### src/rtl/conv_pkg.sv
// -----------------------------------------------------------------------------
// conv_pkg
// Shared definitions for the conv2d post-processing slice.
//   DATA_W / GAIN_W : default widths of the output pixel and of the extra bits
//                     conv2d adds; IN_W is the width of a conv2d output sample.
//   R_W             : width of a sample after the rounding bias is added.
//   round_shift_sat : reference requantisation at the default widths
//                     (round-half-up, right shift, clamp to DATA_W bits).
// -----------------------------------------------------------------------------
package conv_pkg;

    localparam int DATA_W = 8;
    localparam int GAIN_W = 4;
    localparam int IN_W   = DATA_W + GAIN_W;
    localparam int R_W    = IN_W + 1;

    localparam logic [R_W-1:0] PIX_MAX = R_W'((2 ** DATA_W) - 1);

    typedef struct packed {
        logic              sat;
        logic [DATA_W-1:0] pix;
    } rsat_t;

    // Adds half an output LSB so the following shift rounds half-up.
    function automatic logic [R_W-1:0] round_add(input logic [IN_W-1:0] value,
                                                 input int unsigned     shift);
        logic [R_W-1:0] bias;
        bias = '0;
        if (shift > 0) begin
            bias = R_W'(1) << (shift - 1);
        end
        return {1'b0, value} + bias;
    endfunction

    function automatic rsat_t shift_sat(input logic [R_W-1:0] r,
                                        input int unsigned    shift);
        logic [R_W-1:0] q;
        rsat_t          res;
        q       = r >> shift;
        res.sat = (q > PIX_MAX);
        res.pix = res.sat ? '1 : q[DATA_W-1:0];
        return res;
    endfunction

    function automatic rsat_t round_shift_sat(input logic [IN_W-1:0] value,
                                              input int unsigned     shift);
        return shift_sat(round_add(value, shift), shift);
    endfunction

endpackage

### src/rtl/conv2d_postproc_if.sv
// -----------------------------------------------------------------------------
// conv2d_postproc_if
// Valid-only stream bundle between conv2d, the post-processor and the next
// stage. No backpressure.
//   valid_in, pixel_in, frame_start      : upstream samples (from conv2d)
//   valid_out, pixel_out                 : requantised downstream samples
//   sof_out, eol_out, eof_out            : raster markers qualified by valid_out
//   sat_count                            : saturation statistics
// Modports: slave = post-processor view, master = source/sink (bench) view.
// -----------------------------------------------------------------------------
interface conv2d_postproc_if #(
    parameter int DATA_W = conv_pkg::DATA_W,
    parameter int GAIN_W = conv_pkg::GAIN_W
);

    logic                       valid_in;
    logic [DATA_W+GAIN_W-1:0]   pixel_in;
    logic                       frame_start;

    logic                       valid_out;
    logic [DATA_W-1:0]          pixel_out;
    logic                       sof_out;
    logic                       eol_out;
    logic                       eof_out;
    logic [15:0]                sat_count;

    modport slave (
        input  valid_in, pixel_in, frame_start,
        output valid_out, pixel_out, sof_out, eol_out, eof_out, sat_count
    );

    modport master (
        output valid_in, pixel_in, frame_start,
        input  valid_out, pixel_out, sof_out, eol_out, eof_out, sat_count
    );

endinterface

### src/rtl/conv2d_round_sat.sv
// -----------------------------------------------------------------------------
// conv2d_round_sat
// Second pipeline stage: shifts an already-rounded sample right by SHIFT and
// clamps it to DATA_W bits, registering the result with its markers.
// Ports:
//   clk, rst_n                 : clock, synchronous active-low reset
//   i_valid, i_r               : kept sample, rounded value (DATA_W+GAIN_W+1 b)
//   i_sof, i_eol, i_eof        : markers travelling with the sample
//   o_valid, o_pixel           : registered output; pixel holds when idle
//   o_sof, o_eol, o_eof        : registered markers, 0 when o_valid=0
//   o_sat                      : the registered sample was clamped
// -----------------------------------------------------------------------------
module conv2d_round_sat #(
    parameter int DATA_W = conv_pkg::DATA_W,
    parameter int GAIN_W = conv_pkg::GAIN_W,
    parameter int SHIFT  = 4
) (
    input  logic                     clk,
    input  logic                     rst_n,
    input  logic                     i_valid,
    input  logic [DATA_W+GAIN_W:0]   i_r,
    input  logic                     i_sof,
    input  logic                     i_eol,
    input  logic                     i_eof,
    output logic                     o_valid,
    output logic [DATA_W-1:0]        o_pixel,
    output logic                     o_sof,
    output logic                     o_eol,
    output logic                     o_eof,
    output logic                     o_sat
);

    localparam int R_W = DATA_W + GAIN_W + 1;
    localparam logic [R_W-1:0] PIX_MAX = R_W'((2 ** DATA_W) - 1);

    logic [R_W-1:0]    w_q;
    logic              w_sat;
    logic [DATA_W-1:0] w_pix;

    assign w_q   = i_r >> SHIFT;
    assign w_sat = (w_q > PIX_MAX);
    assign w_pix = w_sat ? '1 : w_q[DATA_W-1:0];

    logic              r_valid;
    logic [DATA_W-1:0] r_pixel;
    logic              r_sof;
    logic              r_eol;
    logic              r_eof;
    logic              r_sat;

    // NOTE: state registers use non-blocking assignments so every flop samples
    // the pre-edge values regardless of statement order.
    always_ff @(posedge clk) begin
        if (!rst_n) begin
            r_valid <= 1'b0;
            // NOTE: the data register is reset too, since downstream logic may
            // look at pixel_out right after reset before any sample arrives.
            r_pixel <= '0;
            r_sof   <= 1'b0;
            r_eol   <= 1'b0;
            r_eof   <= 1'b0;
            r_sat   <= 1'b0;
        end else begin
            r_valid <= i_valid;
            r_sof   <= i_valid & i_sof;
            r_eol   <= i_valid & i_eol;
            r_eof   <= i_valid & i_eof;
            r_sat   <= i_valid & w_sat;
            if (i_valid) begin
                r_pixel <= w_pix;
            end
        end
    end

    assign o_valid = r_valid;
    assign o_pixel = r_pixel;
    assign o_sof   = r_sof;
    assign o_eol   = r_eol;
    assign o_eof   = r_eof;
    assign o_sat   = r_sat;

endmodule

### src/rtl/conv2d_postproc.sv
// -----------------------------------------------------------------------------
// conv2d_postproc
// Post-processor behind conv2d: drops the KERNEL_SIZE-1 wrap-around columns of
// every row, requantises kept samples (round-half-up, >> SHIFT, saturate to
// DATA_W) and tags them with start-of-frame / end-of-line / end-of-frame.
// Two-stage pipeline: stage 1 = position tracking, keep decision, rounding
// bias; stage 2 = conv2d_round_sat. Kept valid_in -> valid_out in 2 cycles.
// Ports:
//   clk    : clock, rising edge
//   rst_n  : synchronous active-low reset (clears counters and pipeline)
//   bus    : conv2d_postproc_if.slave stream bundle
// Build option:
//   CONV_POSTPROC_SAT_STATS_EN defined -> sat_count counts clamped output
//   pixels per frame (cleared at sof_out, sticks at 0xFFFF); undefined ->
//   sat_count is constant 0.
// -----------------------------------------------------------------------------
module conv2d_postproc #(
    parameter int DATA_W      = conv_pkg::DATA_W,
    parameter int GAIN_W      = conv_pkg::GAIN_W,
    parameter int IMG_WIDTH   = 64,
    parameter int IMG_HEIGHT  = 64,
    parameter int KERNEL_SIZE = 3,
    parameter int SHIFT       = 4
) (
    input  logic               clk,
    input  logic               rst_n,
    conv2d_postproc_if.slave   bus
);

    localparam int R_W   = DATA_W + GAIN_W + 1;
    localparam int ROWS  = IMG_HEIGHT - KERNEL_SIZE + 1;
    localparam int COL_W = (IMG_WIDTH > 1) ? $clog2(IMG_WIDTH) : 1;
    localparam int ROW_W = (ROWS > 1) ? $clog2(ROWS) : 1;

    localparam logic [COL_W-1:0] COL_LAST   = COL_W'(IMG_WIDTH - 1);
    localparam logic [COL_W-1:0] KEEP_FIRST = COL_W'(KERNEL_SIZE - 1);
    localparam logic [ROW_W-1:0] ROW_LAST   = ROW_W'(ROWS - 1);
    // Half an output LSB; zero when no shift is applied.
    localparam logic [R_W-1:0]   ROUND_BIAS = R_W'((2 ** SHIFT) / 2);

    // ------------------------------------------------------------------
    // Raster position of the sample currently on the input
    // ------------------------------------------------------------------
    logic [COL_W-1:0] r_col_cnt;
    logic [ROW_W-1:0] r_row_cnt;
    logic [COL_W-1:0] w_col;
    logic [ROW_W-1:0] w_row;
    logic [COL_W-1:0] w_col_next;
    logic [ROW_W-1:0] w_row_next;

    // NOTE: every signal driven here gets a default first, so no path can
    // leave one unassigned and infer a latch.
    always_comb begin
        w_col = r_col_cnt;
        w_row = r_row_cnt;
        // frame_start forces the accompanying sample to row 0, col 0.
        if (bus.frame_start) begin
            w_col = '0;
            w_row = '0;
        end
        w_col_next = w_col + COL_W'(1);
        w_row_next = w_row;
        if (w_col == COL_LAST) begin
            w_col_next = '0;
            w_row_next = (w_row == ROW_LAST) ? '0 : w_row + ROW_W'(1);
        end
    end

    // ------------------------------------------------------------------
    // Stage 1: keep decision, markers, rounding bias
    // ------------------------------------------------------------------
    logic           w_keep;
    logic           w_sof;
    logic           w_eol;
    logic           w_eof;
    logic [R_W-1:0] w_r;

    assign w_keep = bus.valid_in && (w_col >= KEEP_FIRST);
    assign w_sof  = w_keep && (w_row == '0) && (w_col == KEEP_FIRST);
    assign w_eol  = w_keep && (w_col == COL_LAST);
    assign w_eof  = w_eol && (w_row == ROW_LAST);
    assign w_r    = {1'b0, bus.pixel_in} + ROUND_BIAS;

    logic           r_s1_valid;
    logic [R_W-1:0] r_s1_r;
    logic           r_s1_sof;
    logic           r_s1_eol;
    logic           r_s1_eof;

    always_ff @(posedge clk) begin
        if (!rst_n) begin
            r_col_cnt  <= '0;
            r_row_cnt  <= '0;
            r_s1_valid <= 1'b0;
            r_s1_r     <= '0;
            r_s1_sof   <= 1'b0;
            r_s1_eol   <= 1'b0;
            r_s1_eof   <= 1'b0;
        end else begin
            r_s1_valid <= w_keep;
            r_s1_sof   <= w_sof;
            r_s1_eol   <= w_eol;
            r_s1_eof   <= w_eof;
            if (w_keep) begin
                r_s1_r <= w_r;
            end
            if (bus.valid_in) begin
                r_col_cnt <= w_col_next;
                r_row_cnt <= w_row_next;
            end else if (bus.frame_start) begin
                // Resync without a sample: the next valid sample is row 0, col 0.
                r_col_cnt <= '0;
                r_row_cnt <= '0;
            end
        end
    end

    // ------------------------------------------------------------------
    // Stage 2: shift + saturate
    // ------------------------------------------------------------------
    logic              w_s2_valid;
    logic [DATA_W-1:0] w_s2_pixel;
    logic              w_s2_sof;
    logic              w_s2_eol;
    logic              w_s2_eof;
    logic              w_s2_sat;

    conv2d_round_sat #(
        .DATA_W (DATA_W),
        .GAIN_W (GAIN_W),
        .SHIFT  (SHIFT)
    ) u_round_sat (
        .clk     (clk),
        .rst_n   (rst_n),
        .i_valid (r_s1_valid),
        .i_r     (r_s1_r),
        .i_sof   (r_s1_sof),
        .i_eol   (r_s1_eol),
        .i_eof   (r_s1_eof),
        .o_valid (w_s2_valid),
        .o_pixel (w_s2_pixel),
        .o_sof   (w_s2_sof),
        .o_eol   (w_s2_eol),
        .o_eof   (w_s2_eof),
        .o_sat   (w_s2_sat)
    );

    assign bus.valid_out = w_s2_valid;
    assign bus.pixel_out = w_s2_pixel;
    assign bus.sof_out   = w_s2_sof;
    assign bus.eol_out   = w_s2_eol;
    assign bus.eof_out   = w_s2_eof;

    // ------------------------------------------------------------------
    // Saturation statistics (updates the cycle after the output pixel)
    // ------------------------------------------------------------------
`ifdef CONV_POSTPROC_SAT_STATS_EN
    logic [15:0] r_sat_count;

    always_ff @(posedge clk) begin
        if (!rst_n) begin
            r_sat_count <= '0;
        end else if (w_s2_valid) begin
            if (w_s2_sof) begin
                // New frame: restart, counting the first pixel's own clamp.
                r_sat_count <= {15'd0, w_s2_sat};
            end else if (w_s2_sat && (r_sat_count != 16'hFFFF)) begin
                r_sat_count <= r_sat_count + 16'd1;
            end
        end
    end

    assign bus.sat_count = r_sat_count;
`else
    logic w_unused_sat;
    assign w_unused_sat  = w_s2_sat;
    assign bus.sat_count = '0;
`endif

endmodule

### src/flat_wrapper.sv
// flat-port wrapper written by rule: the top's interface ports become plain ports
module conv2d_postproc_flat 
#(
    parameter int DATA_W      = conv_pkg::DATA_W,
    parameter int GAIN_W      = conv_pkg::GAIN_W,
    parameter int IMG_WIDTH   = 64,
    parameter int IMG_HEIGHT  = 64,
    parameter int KERNEL_SIZE = 3,
    parameter int SHIFT       = 4
)
  (clk, rst_n, bus_valid_in, bus_pixel_in, bus_frame_start, bus_valid_out, bus_pixel_out, bus_sof_out, bus_eol_out, bus_eof_out, bus_sat_count);
  conv2d_postproc_if #(.DATA_W(DATA_W), .GAIN_W(GAIN_W)) bus_i ();
  input  logic clk;
  input  logic rst_n;
  input wire logic [$bits(bus_i.valid_in)-1:0] bus_valid_in;
  input wire logic [$bits(bus_i.pixel_in)-1:0] bus_pixel_in;
  input wire logic [$bits(bus_i.frame_start)-1:0] bus_frame_start;
  output wire logic [$bits(bus_i.valid_out)-1:0] bus_valid_out;
  output wire logic [$bits(bus_i.pixel_out)-1:0] bus_pixel_out;
  output wire logic [$bits(bus_i.sof_out)-1:0] bus_sof_out;
  output wire logic [$bits(bus_i.eol_out)-1:0] bus_eol_out;
  output wire logic [$bits(bus_i.eof_out)-1:0] bus_eof_out;
  output wire logic [$bits(bus_i.sat_count)-1:0] bus_sat_count;
  assign bus_i.valid_in = bus_valid_in;
  assign bus_i.pixel_in = bus_pixel_in;
  assign bus_i.frame_start = bus_frame_start;
  assign bus_valid_out = bus_i.valid_out;
  assign bus_pixel_out = bus_i.pixel_out;
  assign bus_sof_out = bus_i.sof_out;
  assign bus_eol_out = bus_i.eol_out;
  assign bus_eof_out = bus_i.eof_out;
  assign bus_sat_count = bus_i.sat_count;
  conv2d_postproc #(.DATA_W(DATA_W), .GAIN_W(GAIN_W), .IMG_WIDTH(IMG_WIDTH), .IMG_HEIGHT(IMG_HEIGHT), .KERNEL_SIZE(KERNEL_SIZE), .SHIFT(SHIFT)) u_core (.clk(clk), .rst_n(rst_n), .bus(bus_i));
endmodule
### config.mk
export PLATFORM = sky130hd
export DESIGN_NAME = conv2d_postproc_flat
export DESIGN_NICKNAME = d
export VERILOG_FILES = /design/src/rtl/conv_pkg.sv /design/src/rtl/conv2d_postproc_if.sv /design/src/rtl/conv2d_round_sat.sv /design/src/rtl/conv2d_postproc.sv /design/src/flat_wrapper.sv
export SDC_FILE = /design/constraint.sdc
export NUM_CORES = 1
export LEC_CHECK = 0
export CAP_MARGIN = 0
export CELL_PAD_IN_SITES_DETAIL_PLACEMENT = 1
export CELL_PAD_IN_SITES_GLOBAL_PLACEMENT = 1
export CORE_ASPECT_RATIO = 0.5
export CORE_UTILIZATION = 38
export CTS_CLUSTER_DIAMETER = 40
export DETAILED_ROUTE_END_ITERATION = 10
export HOLD_SLACK_MARGIN = 0.02
export PLACE_DENSITY = 0.95
export SETUP_SLACK_MARGIN = 0.3
export SLEW_MARGIN = 20
export SYNTH_ARGS = -nofsm -noshare
export SYNTH_HDL_FRONTEND = slang
export SYNTH_SLANG_ARGS = --single-unit
export TNS_END_PERCENT = 5
### constraint.sdc
create_clock -name clk -period 4.8 [get_ports clk]
set_clock_uncertainty 0.1 [all_clocks]
set_input_delay 1.2 -clock clk [delete_from_list [all_inputs] [get_ports clk]]
set_output_delay 1.2 -clock clk [all_outputs]
set_load 0.05 [all_outputs]
==> results.json <==
{
  "via_per_inst": 5.273,
  "drtIter0Drc": 69,
  "grt_max_degree": 22,
  "ys_seq_area_share_pct": 41.69,
  "worstHoldStart": "u_core.r_s1_eol",
  "clock-root-buffer": "clkbuf_8",
  "nets": 250,
  "coreArea_um2": 4446,
  "routed_wl_um": 4226,
  "hold_end": "u_core.u_round_sat.o_eol",
  "maxSlewHeadroom_pct": 51.14,
  "clock_latency_ps": 280,
  "clk_path_buf_depth": 2,
  "n_antenna_cell": 0,
  "r2r_start": "u_core.r_col_cnt[1]",
  "clock-sinks": 37,
  "grt_pass1_wl_um": 7176,
  "grt_pass1_vias": 1573,
  "r2r_cells": 6,
  "die_x_um": 98.70,
  "fin_crit_ps": 3630,
  "clk_pin_slew_ps": 80,
  "final_util_pct": 46.50,
  "p_per_area_nw_per_um2": 292.3,
  "grt_antenna_before_repair": 0,
  "cts_buffers": 5,
  "synth.distinct_cells": 35,
  "status": "finished clean",
  "avgSynthCellArea_um2": 8.542,
  "hold_buffers": 0,
  "setup_viol": 0,
  "detailedPlace.worstSlack_ps": 1019,
  "total_power_uw": 604.1,
  "clkPwrFrac_pct": 37.8,
  "dr.pass1.iters": 4,
  "num_vias": 1508,
  "syn_to_final_growth_pct": 16.34,
  "yosysWarnings": 0,
  "cp-start-kind": "primary input",
  "grt_setup_unrepaired": "false",
  "place_congestion": 0.8330,
  "ant_nets": 0,
  "period_share_pct": 75.62,
  "layout_commonest_cell": "dfxtp_1",
  "port-buffer-count": 24,
  "p_sw_share_pct": 26.68,
  "die_area_um2": 4970,
  "cp_data_arrival_time_ps": 3720,
  "syn-instance-count": 208,
  "pwr-share-comb_pct": 10.8,
  "hold_depth": 1,
  "postCtsResizedCells": 0,
  "final_cell_mix": "dfxtp_1 (37), clkdlybuf4s50_1 (24), nor2_1 (22)",
  "worstSetupPathType": "primary input to flop",
  "synth_seq_cells": 37,
  "setup-tns-final_ps": 0,
  "maxSlewViolCount": 0,
  "initial_core_util_pct": 39.97,
  "nFillCells": 533,
  "whs_ps": 368.8,
  "hold_viol": 0,
  "max_freq_mhz": 275.5,
  "wl_per_cell_um": 14.78,
  "route.detailed.drc": 0,
  "critPathCaptureType": "flop",
  "required_ps": 4890,
  "crit_fanout": 12,
  "power.internal_uw": 443.0,
  "hold_class": "flop to flop",
  "power.switching_uw": 161.1,
  "track_usage_pct": 18.51,
  "tightestPinTransition_ps": 732.8,
  "core.rowCount": 17,
  "r2r_slack_ps": 2400,
  "synthesis.area_um2": 1777,
  "die_h_um": 50.35,
  "htreeDepth": 2,
  "drive_above_1_share_pct": 5.677,
  "fin_ws_ps": 1170,
  "grt_overflow_total": 0,
  "io_pins": 44,
  "seqPwrFrac_pct": 51.5,
  "r2r-end": "u_core.r_row_cnt[5]",
  "maxCapViolCount": 0,
  "leakagePower_nw": 0.8048,
  "dp_hpwl_um": 2881,
  "cts_tree": "built",
  "peakVddDrop_mv": 0.1124,
  "cts_setup_buffers": 0
}
==> cell type report <==
type / instances / area [um2] / share of cell area (%)
timing repair buffer: 24 / 240.2 / 11.62
inverter: 6 / 22.52 / 1.090
tap: 57 / 71.32 / 3.450
clock inverter: 2 / 13.76 / 0.6659
multi-input combinational: 154 / 895.9 / 43.34
clock buffer: 6 / 82.58 / 3.995
sequential: 37 / 740.7 / 35.84
==> synthesized netlist by cell type <==
master	count	area, um2
or3_1	1	6.260
and3_1	8	50.05
nor2_1	22	82.58
or4_1	2	15.01
a21oi_1	18	90.09
nor3_1	6	30.03
o21a_1	1	7.510
xnor2_1	6	52.55
buf_6	2	22.52
nand2_1	9	33.78
a41oi_1	1	8.760
inv_1	6	22.52
buf_4	16	120.1
clkbuf_1	7	26.28
o31ai_1	1	7.510
a211oi_2	3	37.54
buf_2	1	5.000
nor2b_1	3	18.77
dfxtp_1	37	740.7
mux2i_1	1	10.01
and2_1	1	6.260
nand4b_1	1	8.760
nand2b_1	9	56.30
nand3_1	10	50.05
or3b_2	1	8.760
conb_1	1	3.750
a21boi_0	1	7.510
o21ai_1	3	15.01
xor2_1	4	35.03
a311oi_1	3	26.28
o311a_1	1	10.01
ha_1	6	75.07
or2_2	1	6.260
o21ai_0	11	55.05
nand4_1	4	25.02
==> power by group through the flow <==
| stage | Clock [mW] | Sequential (mW) | Combinational, mW |
|---|---|---|---|
| after CTS | 0.232 | 0.311 | 0.0649 |
| after detailed placement | 0 | 0.318 | 0.0644 |
| final | 0.228 | 0.311 | 0.0650 |
| after floorplan | 0 | 0.320 | 0.0559 |
| after global routing | 0.246 | 0.311 | 0.0690 |
| after global placement | 0 | 0.318 | 0.0629 |
==> per-stage QoR <==
stage | area (um2) | std cells
floorplan | 1833 | 223
global placement | 1971 | 278
detailed placement | 1971 | 278
CTS | 2067 | 286
global route | 2067 | 286
finish | 2067 | 286
==> critical path, cell delays in order <==
cell	delay, ps
clkdlybuf4s50_1	610
nand2b_1	310
inv_1	90
ha_1	230
nand3_1	220
nor2_1	580
a41oi_1	200
a311oi_1	280
==> layer usage <==
layer,vias to the layer above,share of wire (%),wire length [um],global-route usage [%]
met4,0,1.4,59,6.716
met2,42,55,2313,36.62
li1,728,-,-,-
met3,6,3.2,136,3.621
met1,732,41,1718,19.97
met5,-,0,0,0
==> state kept, by name, indices dropped and copies added (netlist names), 6 cells and up <==
signal / count
u_core.u_round_sat.o_pixel: 8
u_core.r_col_cnt: 6
u_core.r_s1_r: 9
u_core.r_row_cnt: 6
==> worst max path at each step <==
stage                    startpoint                   to  slack, ps  cells past startpoint
CTS                 bus_frame_start  u_core.r_row_cnt[5]       1240                      8
global route        bus_frame_start  u_core.r_row_cnt[5]       1010                      8
finish              bus_frame_start  u_core.r_row_cnt[5]       1170                      8
detailed placement  bus_frame_start  u_core.r_row_cnt[5]       1020                      8
global placement    bus_frame_start  u_core.r_row_cnt[5]       1150                      8
floorplan           bus_frame_start  u_core.r_row_cnt[5]       1970                      8
==> cell families (layout without fill, tap and decap cells) <==
group	after synthesis	count (layout)	synth area share [%]
XOR/XNOR	10	10	4.929
other	1	16	0.2111
adder cells (fa/ha/maj)	6	6	4.225
multiplexers	1	1	0.5634
AND/OR/NAND/NOR	78	78	22.39
AO/OA/AOI/OAI	43	43	14.93
flip-flops	37	37	41.69
buffers and inverters	32	38	11.06
(Power assumes the default switching activity.)
